==> src/rtl/mm_mac_scheduler.sv <==
// mm_mac_scheduler
//   Computes C = A x B for N x N unsigned matrices on a single shared
//   multiply-accumulate unit. For each output element (i,j) it walks k over
//   0..N-1, fetching A[i][k] and B[k][j] through combinational index/data
//   ports, accumulates the N products, then emits one result write.
//
// Ports
//   clk            clock, all state changes on the rising edge
//   reset          synchronous active-high reset
//   start          begin a product (accepted only while idle)
//   abort          synchronous cancel, honoured in every state
//   a_idx/b_idx    operand indices (row-major i*N+k and k*N+j)
//   a_data/b_data  operand values returned for a_idx/b_idx in the same cycle
//   c_we           result write strobe
//   c_idx/c_data   result index i*N+j and value, driven while c_we=1
//   busy           high whenever not idle
//   done           single-cycle pulse after the last write
module mm_mac_scheduler #(
  parameter int N     = 3,
  parameter int WIDTH = 8,
  parameter int ACC_W = 2*WIDTH+2,
  parameter int IDX_W = 4
) (
  input  logic             clk,
  input  logic             reset,
  input  logic             start,
  input  logic             abort,
  output logic [IDX_W-1:0] a_idx,
  output logic [IDX_W-1:0] b_idx,
  input  logic [WIDTH-1:0] a_data,
  input  logic [WIDTH-1:0] b_data,
  output logic             c_we,
  output logic [IDX_W-1:0] c_idx,
  output logic [ACC_W-1:0] c_data,
  output logic             busy,
  output logic             done
);

  typedef enum logic [1:0] {
    S_IDLE  = 2'd0,
    S_RUN   = 2'd1,
    S_WRITE = 2'd2,
    S_DONE  = 2'd3
  } state_t;

  localparam logic [IDX_W-1:0] N_IDX = IDX_W'(N);
  localparam logic [IDX_W-1:0] LAST  = IDX_W'(N-1);

  state_t             state_q, state_d;
  logic [IDX_W-1:0]   i_q, i_d;
  logic [IDX_W-1:0]   j_q, j_d;
  logic [IDX_W-1:0]   k_q, k_d;
  logic [ACC_W-1:0]   acc_q, acc_d;

  logic [2*WIDTH-1:0] prod;
  logic [ACC_W-1:0]   prod_ext;

  // Operands are widened before the multiply so the full 2*WIDTH product is kept.
  assign prod     = {{WIDTH{1'b0}}, a_data} * {{WIDTH{1'b0}}, b_data};
  assign prod_ext = {{(ACC_W-2*WIDTH){1'b0}}, prod};

  always_comb begin
    state_d = state_q;
    i_d     = i_q;
    j_d     = j_q;
    k_d     = k_q;
    acc_d   = acc_q;

    case (state_q)
      S_IDLE: begin
        i_d = '0;
        j_d = '0;
        k_d = '0;
        if (start) begin
          state_d = S_RUN;
        end
      end

      S_RUN: begin
        // First product of an element overwrites; no separate clear cycle needed.
        if (k_q == '0) begin
          acc_d = prod_ext;
        end else begin
          acc_d = acc_q + prod_ext;
        end
        if (k_q == LAST) begin
          k_d     = '0;
          state_d = S_WRITE;
        end else begin
          k_d = k_q + 1'b1;
        end
      end

      S_WRITE: begin
        if (j_q == LAST) begin
          j_d = '0;
          if (i_q == LAST) begin
            // Wrap i as well so the scheduler re-enters idle with all-zero indices.
            i_d     = '0;
            state_d = S_DONE;
          end else begin
            i_d     = i_q + 1'b1;
            state_d = S_RUN;
          end
        end else begin
          j_d     = j_q + 1'b1;
          state_d = S_RUN;
        end
      end

      S_DONE: begin
        state_d = S_IDLE;
      end

      default: begin
        state_d = S_IDLE;
      end
    endcase

    // Cancel overrides every transition, including a start seen while idle.
    if (abort) begin
      state_d = S_IDLE;
      i_d     = '0;
      j_d     = '0;
      k_d     = '0;
      acc_d   = '0;
    end
  end

  always_ff @(posedge clk) begin
    if (reset) begin
      state_q <= S_IDLE;
      i_q     <= '0;
      j_q     <= '0;
      k_q     <= '0;
      acc_q   <= '0;
    end else begin
      state_q <= state_d;
      i_q     <= i_d;
      j_q     <= j_d;
      k_q     <= k_d;
      acc_q   <= acc_d;
    end
  end

  // Operand indices follow the counters; they are zero while idle because
  // the counters are held at zero there.
  assign a_idx = i_q * N_IDX + k_q;
  assign b_idx = k_q * N_IDX + j_q;

  // Result-side outputs depend only on registered state, never on inputs.
  assign c_we   = (state_q == S_WRITE);
  assign c_idx  = c_we ? (i_q * N_IDX + j_q) : '0;
  assign c_data = c_we ? acc_q : '0;
  assign busy   = (state_q != S_IDLE);
  assign done   = (state_q == S_DONE);

endmodule

==> config.mk <==
export PLATFORM = sky130hd
export DESIGN_NAME = mm_mac_scheduler
export DESIGN_NICKNAME = d
export VERILOG_FILES = /design/src/rtl/mm_mac_scheduler.sv
export SDC_FILE = /design/constraint.sdc
export NUM_CORES = 1
export LEC_CHECK = 0
export ABC_AREA = 1
export CORE_ASPECT_RATIO = 1.2
export CORE_MARGIN = 4
export CORE_UTILIZATION = 50
export CTS_CLUSTER_DIAMETER = 200
export DETAILED_ROUTE_END_ITERATION = 12
export GPL_TIMING_DRIVEN = 0
export PLACE_DENSITY = 0.71
export SKIP_CTS_REPAIR_TIMING = 1
export SLEW_MARGIN = 20
export SYNTH_ARGS = -nofsm -noshare
export SYNTH_HDL_FRONTEND = slang
export SYNTH_SLANG_ARGS = --single-unit
export TNS_END_PERCENT = 100
==> constraint.sdc <==
create_clock -name clk -period 7.1 [get_ports clk]
set_input_delay 0.71 -clock clk [delete_from_list [all_inputs] [get_ports clk]]
set_output_delay 0.71 -clock clk [all_outputs]
set_load 0.02 [all_outputs]
# [After elaboration in Yosys (flattened, before gate mapping)]
# Index checks and enable logic that the tools add are counted.
[totals] register_bits=32 input_bits=20 output_inout_bits=33
[op_classes] add_sub_neg=7 multipliers=3 n_eq_ne=9 muxes=15 n_reduce_logical=8
[ops] operator="$mux 18" n=2
[ops] operator="$pmux 4 s2" n=3
[ops] operator="$mux 4" n=5
[ops] operator="$add 18x16->18" n=1
[ops] operator="$mul 8x8->16" n=1
[ops] operator="$add 4x1->4 const B" n=3
[ops] operator="$add 4x4->4" n=3
[ops] operator="$eq 4x2->1 const B" n=3
[ops] operator="$mul 4x2->4 const B" n=2
[ops] operator="$mux 2" n=4
[ops] operator="$pmux 2 s4" n=1
[ops] operator="$reduce_bool 2->1" n=3
[ops] operator="$eq 2x2->1 const B" n=2
[ops] operator="$logic_not 4->1" n=1
[ops] operator="$ne 2x2->1 const B" n=2
[ops] operator="$reduce_and 2->1" n=2
[ops] operator="$eq 2x1->1 const B" n=1
[ops] operator="$logic_not 2->1" n=1
[ops] operator="$ne 2x1->1 const B" n=1
[ops] operator="$reduce_or 2->1" n=1

# [Logic depth before layout (Yosys ltp)]
[logic_depth] word_depth=4 ltp_mapped=32

# [Worst setup path after synthesis]
# OpenSTA, ideal clock, no wires.
[synth_path] path_kind="input -> register" startpoint="input a_data[0]" endpoint="register acc_q[15]" arrival_time_ps=5200 t_required_ps=6983 setup_slack_ps=1783 path_stages=28 n_path_buf=1 cell_sequence="clkbuf_1 nand2_1 fa_1 fa_1 inv_1 fa_1 inv_1 fa_1 inv_1 ha_1 nand2_1 nand2_1 nand2_1 nand2_1 nand2_1 nand4_1 and2_1 ha_1 nand2_1 inv_1 nand2_1 nand2_1 a21oi_1 nand3_1 nand2_1 nor2_1 nor2_1 nor2_1"
[synth_between] elab_chain_cells=3
[synth_lines] element="start, declared" line_no="30" text="input logic [WIDTH-1:0] a_data,"
[synth_lines] element="$mul 8x8->16 (*)" line_no="59" text="assign prod = {{WIDTH{1'b0}}, a_data} * {{WIDTH{1'b0}}, b_data};"
[synth_lines] element="$add 18x16->18" line_no="84" text="acc_d = acc_q + prod_ext;"
[synth_lines] element="$mux 18 (*)" line_no="81" text="if (k_q == '0) begin"
[synth_lines] element="end signal, assigned" line_no="136" text="acc_q <= '0;"
[synth_lines] element="end signal, assigned" line_no="142" text="acc_q <= acc_d;"
[synth_lines] element="end, declared" line_no="53" text="logic [ACC_W-1:0] acc_q, acc_d;"
# Every way passes the cells marked *; elsewhere a longest branch is shown, timed or not.
# A chain may end at the register's enable or synchronous reset.

# [Worst setup path after layout]
[layout_path] startpoint="input a_data[0]" endpoint="register acc_q[13]"
# Same word-level chain as after synthesis.

==> flow_results.xml <==
<?xml version="1.0" encoding="UTF-8"?>
<metrics>
  <group name="placement">
    <metric name="place.gp.congestion" unit="">0.886</metric>
    <metric name="detailedPlacementHpwl" unit="mm">10.6</metric>
    <metric name="io_buffers" unit="">36</metric>
  </group>
  <group name="worst_hold_path">
    <metric name="min_from" unit="">acc_q[3]$_SDFFE_PP0P_</metric>
    <metric name="hold_class" unit="">reg -&gt; reg</metric>
    <metric name="hold_path_depth" unit="">2</metric>
    <metric name="sink_of_the_worst_hold_path" unit="">acc_q[3]$_SDFFE_PP0P_</metric>
  </group>
  <group name="routing">
    <metric name="drc_errors" unit="">0</metric>
    <metric name="wl_per_cell" unit="um">12.4</metric>
    <metric name="met2_wirelength" unit="mm">6.34</metric>
    <metric name="drt-initial-drc-count" unit="">212</metric>
    <metric name="vias_per_cell" unit="">4.92</metric>
    <metric name="dr.pass1.iters" unit="">5</metric>
    <metric name="met1_length" unit="mm">5.77</metric>
    <metric name="routed-wl-met3" unit="um">312</metric>
    <metric name="vias" unit="">5047</metric>
    <metric name="highest-signal-layer" unit="">met4</metric>
    <metric name="ant_nets" unit="">0</metric>
    <metric name="detail_route.wirelength" unit="mm">12.7</metric>
  </group>
  <group name="layout">
    <metric name="areaGrowthSynthToFinish" unit="%">12.2</metric>
    <metric name="final-seq-area" unit="um2">641</metric>
    <metric name="num-fill-cells" unit="">1035</metric>
    <metric name="multi_input_comb_area" unit="mm2">0.00390</metric>
    <metric name="antenna_cells" unit="">0</metric>
    <metric name="final_core_util" unit="%">57.9</metric>
    <metric name="finalNetCount" unit="">1030</metric>
    <metric name="layout_cell_share_with_drive_strength_beyond_1" unit="%">3.13</metric>
  </group>
  <group name="power_and_ir_drop">
    <metric name="internal_power" unit="mW">0.657</metric>
    <metric name="static_leakage_power" unit="nW">3.50</metric>
    <metric name="pwr_per_cell_area" unit="mW/mm2">223</metric>
    <metric name="pwr-share-comb" unit="%">70.6</metric>
    <metric name="power.net_switching" unit="mW">0.706</metric>
    <metric name="pwr-share-seq" unit="%">13.7</metric>
    <metric name="fin_total_pwr" unit="mW">1.36</metric>
    <metric name="power.share.clock" unit="%">15.7</metric>
    <metric name="power.ir.vdd_worst" unit="uV">136</metric>
    <metric name="swShare" unit="%">51.8</metric>
  </group>
  <group name="grt">
    <metric name="number_of_global_route_vias_before_repair" unit="">4770</metric>
    <metric name="global_route.overflow_total" unit="">0</metric>
    <metric name="grtUsageTotal" unit="%">21.3</metric>
    <metric name="antenna_found_initial" unit="">0</metric>
    <metric name="largest_net_degree_at_the_start_of_global_routing" unit="">12</metric>
    <metric name="global_route_wire_length_before_repair" unit="mm">21.9</metric>
  </group>
  <group name="clock_tree">
    <metric name="tritoncts_clock_tree" unit="">yes</metric>
    <metric name="clk_transition_reported_paths" unit="ns">0.05</metric>
    <metric name="clockBufferDepth" unit="">2</metric>
    <metric name="cts_inserted_buffers" unit="">5</metric>
    <metric name="cts.sink_count" unit="">32</metric>
    <metric name="cts_max_level" unit="">2</metric>
    <metric name="root_buffer" unit="">sky130_fd_sc_hd__clkbuf_16</metric>
    <metric name="clock_insertion_delay_worst_skew" unit="ns">0.28</metric>
  </group>
  <group name="worst_setup_path">
    <metric name="crit_fanout" unit="">8</metric>
    <metric name="crit_path_max_incr_delay" unit="ns">0.55</metric>
    <metric name="r2r-end" unit="">acc_q[4]$_SDFFE_PP0P_</metric>
    <metric name="critical_path.slowest_cell" unit="">sky130_fd_sc_hd__fa_1</metric>
    <metric name="timing.critical_path.from_type" unit="">input port</metric>
    <metric name="reg2reg_from" unit="">k_q[1]$_SDFFE_PP0P_</metric>
    <metric name="end_kind" unit="">flop</metric>
    <metric name="worstPathArrival" unit="ns">5.81</metric>
    <metric name="ff2ff_setup_slack" unit="ns">5.11</metric>
    <metric name="r2r_depth" unit="">7</metric>
    <metric name="critPathRequiredTime" unit="ns">7.31</metric>
    <metric name="worst-setup-path-type" unit="">in -&gt; reg</metric>
    <metric name="path_common_cell" unit="">sky130_fd_sc_hd__nand2_1</metric>
  </group>
  <group name="sta">
    <metric name="worst-slew-pin-transition" unit="ns">0.673</metric>
    <metric name="slew_headroom" unit="%">55.1</metric>
    <metric name="setup_tns" unit="ns">0</metric>
    <metric name="final_hold_viol_count" unit="">0</metric>
    <metric name="clock-skew-final" unit="ns">0.00789</metric>
    <metric name="grt_setup_unrepaired" unit="">false</metric>
    <metric name="max_clock_freq" unit="GHz">0.179</metric>
    <metric name="timing.final.crit_period" unit="ns">5.59</metric>
    <metric name="period_share" unit="%">78.8</metric>
    <metric name="setup_violations" unit="">0</metric>
    <metric name="finalMaxSlewViolations" unit="">0</metric>
  </group>
  <group name="die">
    <metric name="floorplan.initialDensity" unit="%">51.6</metric>
    <metric name="die_footprint" unit="mm2">0.0127</metric>
    <metric name="rows" unit="">41</metric>
    <metric name="die_w" unit="um">103</metric>
    <metric name="coreArea" unit="mm2">0.0106</metric>
    <metric name="io_pins" unit="">53</metric>
    <metric name="vertical_extent_of_the_die" unit="um">122</metric>
  </group>
  <group name="synth">
    <metric name="seq_area_frac_synth" unit="%">11.7</metric>
    <metric name="synth.largest_area_cell" unit="">sky130_fd_sc_hd__ha_1</metric>
    <metric name="synth_cells" unit="">852</metric>
    <metric name="mappedNetlistNets" unit="">987</metric>
    <metric name="yosys_warnings" unit="">0</metric>
    <metric name="netlist.area_leader.share" unit="%">16.5</metric>
    <metric name="syn_avg_cell_area" unit="um2">6.40</metric>
    <metric name="synth.ff_latch_count" unit="">32</metric>
    <metric name="ys_top_cells_by_area" unit="">sky130_fd_sc_hd__ha_1 (17%), sky130_fd_sc_hd__fa_1 (16%), sky130_fd_sc_hd__nand2_1 (16%)</metric>
    <metric name="mapped_area" unit="mm2">0.00546</metric>
    <metric name="synth_cell_type_count" unit="">38</metric>
  </group>
  <group name="flow_run">
    <metric name="timing.max_cap.violations" unit="">0</metric>
  </group>
  <group name="status">
    <metric name="run_status" unit="">complete, no violations</metric>
  </group>
</metrics>
synth_stat cells:
library cell / number
sky130_fd_sc_hd__ha_1: 72
sky130_fd_sc_hd__nand3b_1: 3
sky130_fd_sc_hd__buf_6: 1
sky130_fd_sc_hd__nor3_1: 3
sky130_fd_sc_hd__o211ai_1: 3
sky130_fd_sc_hd__o2111a_1: 1
sky130_fd_sc_hd__inv_1: 211
sky130_fd_sc_hd__a21oi_1: 43
sky130_fd_sc_hd__xnor2_1: 9
sky130_fd_sc_hd__dfxtp_1: 32
sky130_fd_sc_hd__nor2_2: 1
sky130_fd_sc_hd__o21bai_1: 2
sky130_fd_sc_hd__a211oi_1: 3
sky130_fd_sc_hd__a21oi_2: 1
sky130_fd_sc_hd__a31oi_1: 5
sky130_fd_sc_hd__fa_1: 43
sky130_fd_sc_hd__o21ai_2: 1
sky130_fd_sc_hd__o21ai_0: 20
sky130_fd_sc_hd__and2_1: 3
sky130_fd_sc_hd__nand4_1: 5
sky130_fd_sc_hd__a22oi_1: 1
sky130_fd_sc_hd__xor2_1: 10
sky130_fd_sc_hd__o221ai_1: 1
sky130_fd_sc_hd__nand2_1: 228
sky130_fd_sc_hd__a221oi_2: 1
sky130_fd_sc_hd__clkinv_1: 1
sky130_fd_sc_hd__buf_1: 1
sky130_fd_sc_hd__a21o_1: 2
sky130_fd_sc_hd__buf_2: 3
sky130_fd_sc_hd__nand3_1: 41
sky130_fd_sc_hd__nor2_4: 4
sky130_fd_sc_hd__o21ai_1: 2
sky130_fd_sc_hd__clkbuf_1: 19
sky130_fd_sc_hd__nand2_2: 1
sky130_fd_sc_hd__inv_2: 4
sky130_fd_sc_hd__nor2_1: 67
sky130_fd_sc_hd__or2_1: 1
sky130_fd_sc_hd__or2_2: 3
power groups by stage:
stage                     combinational (mW)  sequential, mW  clock (mW)
after global routing                    1.12           0.187       0.223
after detailed placement               0.956           0.190           0
final                                  0.963           0.186       0.214
after floorplan                        0.762           0.189           0
after global placement                 0.945           0.190           0
after CTS                              0.961           0.186       0.216
final cells by class:
class                           count  share of cell area, %
Inverter                          216                   13.2
Sequential cell                    32                   10.5
Tap cell                          129                   2.64
Timing Repair Buffer               36                   5.89
Clock inverter                      3                  0.307
Clock buffer                        5                   2.04
Buffer                             24                   1.66
Multi-Input combinational cell    580                   63.8
metal layers:
| layer | vias up | track usage (%) |
|---|---|---|
| li1 | 2650 | - |
| met1 | 2296 | 27.7 |
| met2 | 82 | 37.4 |
| met3 | 19 | 1.14 |
| met4 | 0 | 6.40 |
| met5 | - | 0 |
cells in the final DEF (no fill, tap or decap), drive strengths merged, types with 23 or more instances in the layout:
cell and instances:
a21oi 44, clkbuf 24, clkdlybuf4s50 36, dfxtp 32, fa 43, ha 72, inv 215, nand2 229
nand3 41, nor2 72, o21ai 23
worst max path at each step:
stage	start	to	slack (ns)
after CTS	a_data[0]	acc_q[13]$_SDFFE_PP0P_	1.52
after global placement	a_data[0]	acc_q[13]$_SDFFE_PP0P_	1.30
final	a_data[0]	acc_q[13]$_SDFFE_PP0P_	1.51
after floorplan	a_data[0]	acc_q[15]$_SDFFE_PP0P_	1.78
after detailed placement	a_data[0]	acc_q[13]$_SDFFE_PP0P_	1.25
after global routing	b_data[5]	acc_q[13]$_SDFFE_PP0P_	1.06
sequential cells by signal, indices dropped and copies added (netlist names):
signal / flops
k_q: 4
state_q: 2
acc_q: 18
i_q: 4
j_q: 4
critical path, delay by kind of cell:
family / cells / cell delay [ns]
fa+ha+maj: 6 / 2.82
simple gates: 14 / 1.35
buf+inv: 6 / 0.60
xor+xnor: 1 / 0.30
cells by family after synthesis:
kind of cell	synth area share (%)
and+or+nand+nor	27.2
buffers and inverters	16.7
adders and majority gates	32.3
AOI/OAI and AO/OA	9.01
DFF	11.7
xor gates and xnor gates	3.05
stage by stage:
step / std cells / hold WS (ns) / instance area (um2) / setup slack [ns]
global route: 1025 / 0.512 / 6120 / 1.06
detailed placement: 1017 / 0.476 / 5980 / 1.25
global placement: 1017 / 0.478 / 5980 / 1.30
floorplan: 852 / 0.459 / 5460 / 1.78
CTS: 1025 / 0.485 / 6120 / 1.52
finish: 1025 / 0.484 / 6120 / 1.51
Power figures use the tool's default switching activity.
==> variant 1, RTL diff (same settings) <==
The parameter `IDX_W` goes from 4 to 5.
--- a/src/rtl/mm_mac_scheduler.sv
+++ b/src/rtl/mm_mac_scheduler.sv
@@ -20,5 +20,5 @@
   parameter int WIDTH = 8,
   parameter int ACC_W = 2*WIDTH+2,
-  parameter int IDX_W = 4
+  parameter int IDX_W = 5
 ) (
   input  logic             clk,
Interface: changed (resized a_idx, b_idx and c_idx); port bits go from 53 to 56. No check against the original RTL was run, so the function may have changed too.
==> variant 1 against the original RTL <==
  * First-iteration DRC count increased by 18%
  * Sequential power increased by 10%
  * Final area increased by 6.4%
  * Hold slack improved by 30 ps
  * Largest cell class unchanged
  * Sequential cell count increased by 3
  * Area after synthesis increased by 5.2%
  * Routed wire length increased by 7.2%
  * Non-clock buffer count increased by 2
  * Power increased by 8.8%
  * Global-route usage decreased by 0.30 points
  * Critical path type unchanged
  * Synthesized cell count increased by 2.6%
  * Setup slack got worse by 21 ps
==> variant 1: results (changes against the original RTL) <==
| Metric | Value |
|---|---|
| Post-synthesis sequential area ratio | 12.2% (+0.47 points) |
| RD Place Congestion | 0.914 (+3.2%) |
| Repair and plain buffers | 62 (+3.3%) |
| Core box area | 11,100 um^2 (+5.4%) |
| Total global-route track usage | 21.0% (-0.30 points) |
| Fillers | 1,114 (+7.6%) |
| Inverters | 204 (-5.6%) |
| Multi-input gate area | 4170 um^2 (+6.9%) |
| Post-place setup slack | 1200 ps (-43.3 ps) |
| Fin Clk Skew | 4.37 ps (-3.52 ps) |
| Synth Area in XOR/XNOR | 4.43% (+1.4 points) |
| Drt via density | 4.89 (-0.65%) |
| Synth Area in Compound Gates | 8.59% (-0.42 points) |
| Cell Area, Placed | 6320 um^2 (+5.8%) |
| Met2 WL | 6780 um (+7.1%) |
| Peak supply drop | 0.206 mV (+51%) |
| Worst Path Arrival | 5790 ps (-20 ps) |
| Met3 routed WL | 390 um (+25%) |
| First-pass GRT wire length | 23,300 um (+6.6%) |
| Top cells by area, synth | ha_1 17%, fa_1 15%, nand2_1 15% |
| Synth unique cells | 37 (-2.6%) |
| Post-Syn Nets | 1,016 (+2.9%) |
| Met2 Resource Use GR | 36.4% (-0.91 points) |
| Number of global-route vias before repair | 5,148 (+7.9%) |
| Layout overhead on the synthesized area | 13.5% |
| Met1 Usage GRT | 28.5% (+0.81 points) |
| Final WL | 13,600 um (+7.2%) |
| Syn_area_per_cell | 6.57 um^2 (+2.5%) |
| Routing usage on met3 | 1.60% (+0.46 points) |
| M1 WL | 6320 um (+9.5%) |
| Nets | 1,062 (+3.1%) |
| PortBufs | 39 (+8.3%) |
| Dpl hpwl | 11,200 um (+5.8%) |
| Slew at the pin closest to its max-slew limit | 618 ps (-55.0 ps) |
| Post-synth top cells | 223 x nand2_1, 196 x inv_1, 78 x ha_1 |
| Status | complete, no violations |
| CLK BUF | 6 (+1) |
| Layout cells sized above 1 | 3.58% (+0.46 points) |
| Multi-input gates | 612 (+5.5%) |
| Post-synthesis adder-cell area fraction | 32.4% (+0.066 points) |
[variant 1: cell count changes in the layout (fill, tap and decap cells not counted), sizes merged, moves of 6 or more]
| cell | delta |
|---|---|
| xor2 | +11 |
| inv | -11 |
| a21oi | +6 |
| ha | +6 |
[variant 1: worst paths after layout]
path	slack, ps	to	startpoint
max	1490	acc_q[16]	a_data[0]
min	510	acc_q[12]	acc_q[12]
max reg2reg	5080	acc_q[4]	k_q[2]
min reg2reg	510	acc_q[12]	acc_q[12]
[variant 1: logic make-up after synthesis]
| kind of cell | Yosys count |
|---|---|
| AND/OR/NAND/NOR | 373 |
| XOR/XNOR | 29 |
| AO/OA/AOI/OAI | 88 |
| flip-flops | 35 |
| buffers and inverters | 227 |
| adder cells (fa/ha/maj) | 122 |
[variant 1: report_power, final]
group | internal, mW | leakage [nW] | switching (mW)
logic | 0.358 | 3.33 | 0.630
registers | 0.201 | 0.283 | 0.00437
clock network | 0.202 | 0.0911 | 0.0876
==> variant 2, RTL diff (same settings) <==
Made on the original files. Register the output `a_idx`, cleared by the reset; this adds one clock of latency there. The other outputs are not delayed to match. Comments in the files are not updated.
--- a/src/rtl/mm_mac_scheduler.sv
+++ b/src/rtl/mm_mac_scheduler.sv
@@ -146,5 +146,11 @@
   // Operand indices follow the counters; they are zero while idle because
   // the counters are held at zero there.
-  assign a_idx = i_q * N_IDX + k_q;
+  always_ff @(posedge clk) begin
+    if (reset) begin
+      a_idx <= '0;
+    end else begin
+      a_idx <= i_q * N_IDX + k_q;
+    end
+  end
   assign b_idx = k_q * N_IDX + j_q;
 
Check against the original RTL: not equivalent (a bounded check fails within 4 cycles, from zero or initial values and one cycle with reset high).
==> variant 2 against the original RTL <==
  * Power increased by 8.4%
  * Final area increased by 3.5%
  * Routed wire length increased by 5.0%
  * Final cell count increased by 1.3%
  * Sequential cell count increased by 4
  * Count of clock-buffer cells in the layout increased by 2
  * Area after synthesis increased by 3.2%
  * Clock skew decreased by 1.8 ps
  * Setup slack got worse by 38 ps
  * Largest cell class unchanged
==> variant 2: results (changes against the original RTL) <==
| Metric | Value |
|---|---|
| Post-synth top cells | 219 x nand2_1, 212 x inv_1, 72 x ha_1 |
| First-pass GRT wire length | 22,800 um (+4.1%) |
| Peak supply drop | 0.160 mV (+17%) |
| DRT iter0 DRCs | 277 (+31%) |
| Fin Clk Skew | 6.08 ps (-1.81 ps) |
| Fillers | 1,070 (+3.4%) |
| Register-to-Register Path Depth | 6 (-1) |
| Synth Area in Compound Gates | 9.05% (+0.035 points) |
| Layout overhead on the synthesized area | 12.6% |
| Cell family with most CP delay | adder cells |
| Wire length per cell | 12.9 um (+3.7%) |
| Flop pwr share | 14.1% (+0.4 points) |
| Synth Area in XOR/XNOR | 2.65% (-0.40 points) |
| Setup crit end | acc_q[15] |
| Leak | 3.61 nW (+3.1%) |
| Clock share of power | 18.4% (+2.7 points) |
| Critical R2R Launch | i_q[1] |
| Dpl hpwl | 10,900 um (+3.1%) |
| DR vias | 5,062 (+0.30%) |
| Ys flop type | dfxtp_1 |
| Status | complete, no violations |
| Reg2reg setup slack | 5120 ps (about the same) |
| Slew at the pin closest to its max-slew limit | 634 ps (-39.7 ps) |
| Capturing point of the worst reg2reg path | a_idx[3] |
| Cell Area, Placed | 6150 um^2 (+3.0%) |
| Syn_area_per_cell | 6.53 um^2 (+2.0%) |
| Total global-route track usage | 21.3% (about the same) |
| Final Hold Slack | 489 ps (+4.61 ps) |
| Post-synthesis adder-cell area fraction | 31.3% (-0.99 points) |
| Top Consumer | combinational logic |
| RD Place Congestion | 0.983 (+11%) |
| CP startpoint | a_data[1] |
| Number of global-route vias before repair | 4,945 (+3.7%) |
| Fmax | 0.178 GHz (-0.67%) |
| Post-synthesis sequential area ratio | 12.8% (+1.1 points) |
| Top cells by area, synth | ha_1 16%, fa_1 15%, nand2_1 15% |
| Comb pwr | 0.997 mW (+3.5%) |
| Post-place setup slack | 1180 ps (-70.2 ps) |
| Net Sw Frac | 49.6% (-2.2 points) |
| Layout cells sized above 1 | 4.53% (+1.4 points) |
| Drt via density | 4.88 (-0.96%) |
| Synth unique cells | 44 (+16%) |
| Antenna violations before repair | 0 (unchanged) |
==> variant 2: cell count changes in the layout (fill, tap and decap cells not counted), moves of 3 or more <==
cell     unedited run  this run
o21ai_0            20        23
nand3_2             0         3
nand2_1           228       219
nand3_1            41        36
dfxtp_1            32        36
nor2_2              1         4
==> variant 2: logic make-up after synthesis <==
family / Yosys count
flip-flops: 36
adder cells (fa/ha/maj): 115
AND/OR/NAND/NOR: 361
buffers and inverters: 244
AO/OA/AOI/OAI: 89
XOR/XNOR: 17
==> variant 2: worst reg2reg max path, stage by stage (launching register included) <==
cell	delay (ps)
dfxtp_1	440
ha_1	250
fa_1	480
ha_1	330
a21oi_1	180
xnor2_1	140
nor2_1	60
==> variant 2: layout make-up <==
| type | instances | area share (%) |
|---|---|---|
| Buffer | 25 | 1.84 |
| Multi-Input combinational cell | 582 | 62.6 |
| Tap cell | 132 | 2.61 |
| Sequential cell | 36 | 11.4 |
| Inverter | 219 | 13.0 |
| Clock buffer | 7 | 2.41 |
| Timing Repair Buffer | 36 | 5.69 |
| Clock inverter | 1 | 0.474 |
==> variant 2: how the worst min path moves through the flow <==
| stage | startpoint | end | cells past startpoint |
|---|---|---|---|
| finish | acc_q[3] | acc_q[3] | 2 |
| global route | acc_q[3] | acc_q[3] | 2 |
| CTS | acc_q[3] | acc_q[3] | 2 |
| detailed placement | acc_q[3] | acc_q[3] | 2 |
| global placement | acc_q[3] | acc_q[3] | 2 |
| floorplan | acc_q[3] | acc_q[3] | 2 |
==> variant 2: routing by layer <==
| metal | global-route usage [%] | up-vias | routed length, um |
|---|---|---|---|
| li1 | - | 2681 | - |
| met1 | 26.8 | 2241 | 5900 |
| met2 | 37.8 | 116 | 6590 |
| met3 | 1.77 | 24 | 502 |
| met4 | 7.64 | 0 | 343 |
| met5 | 0 | - | 0 |
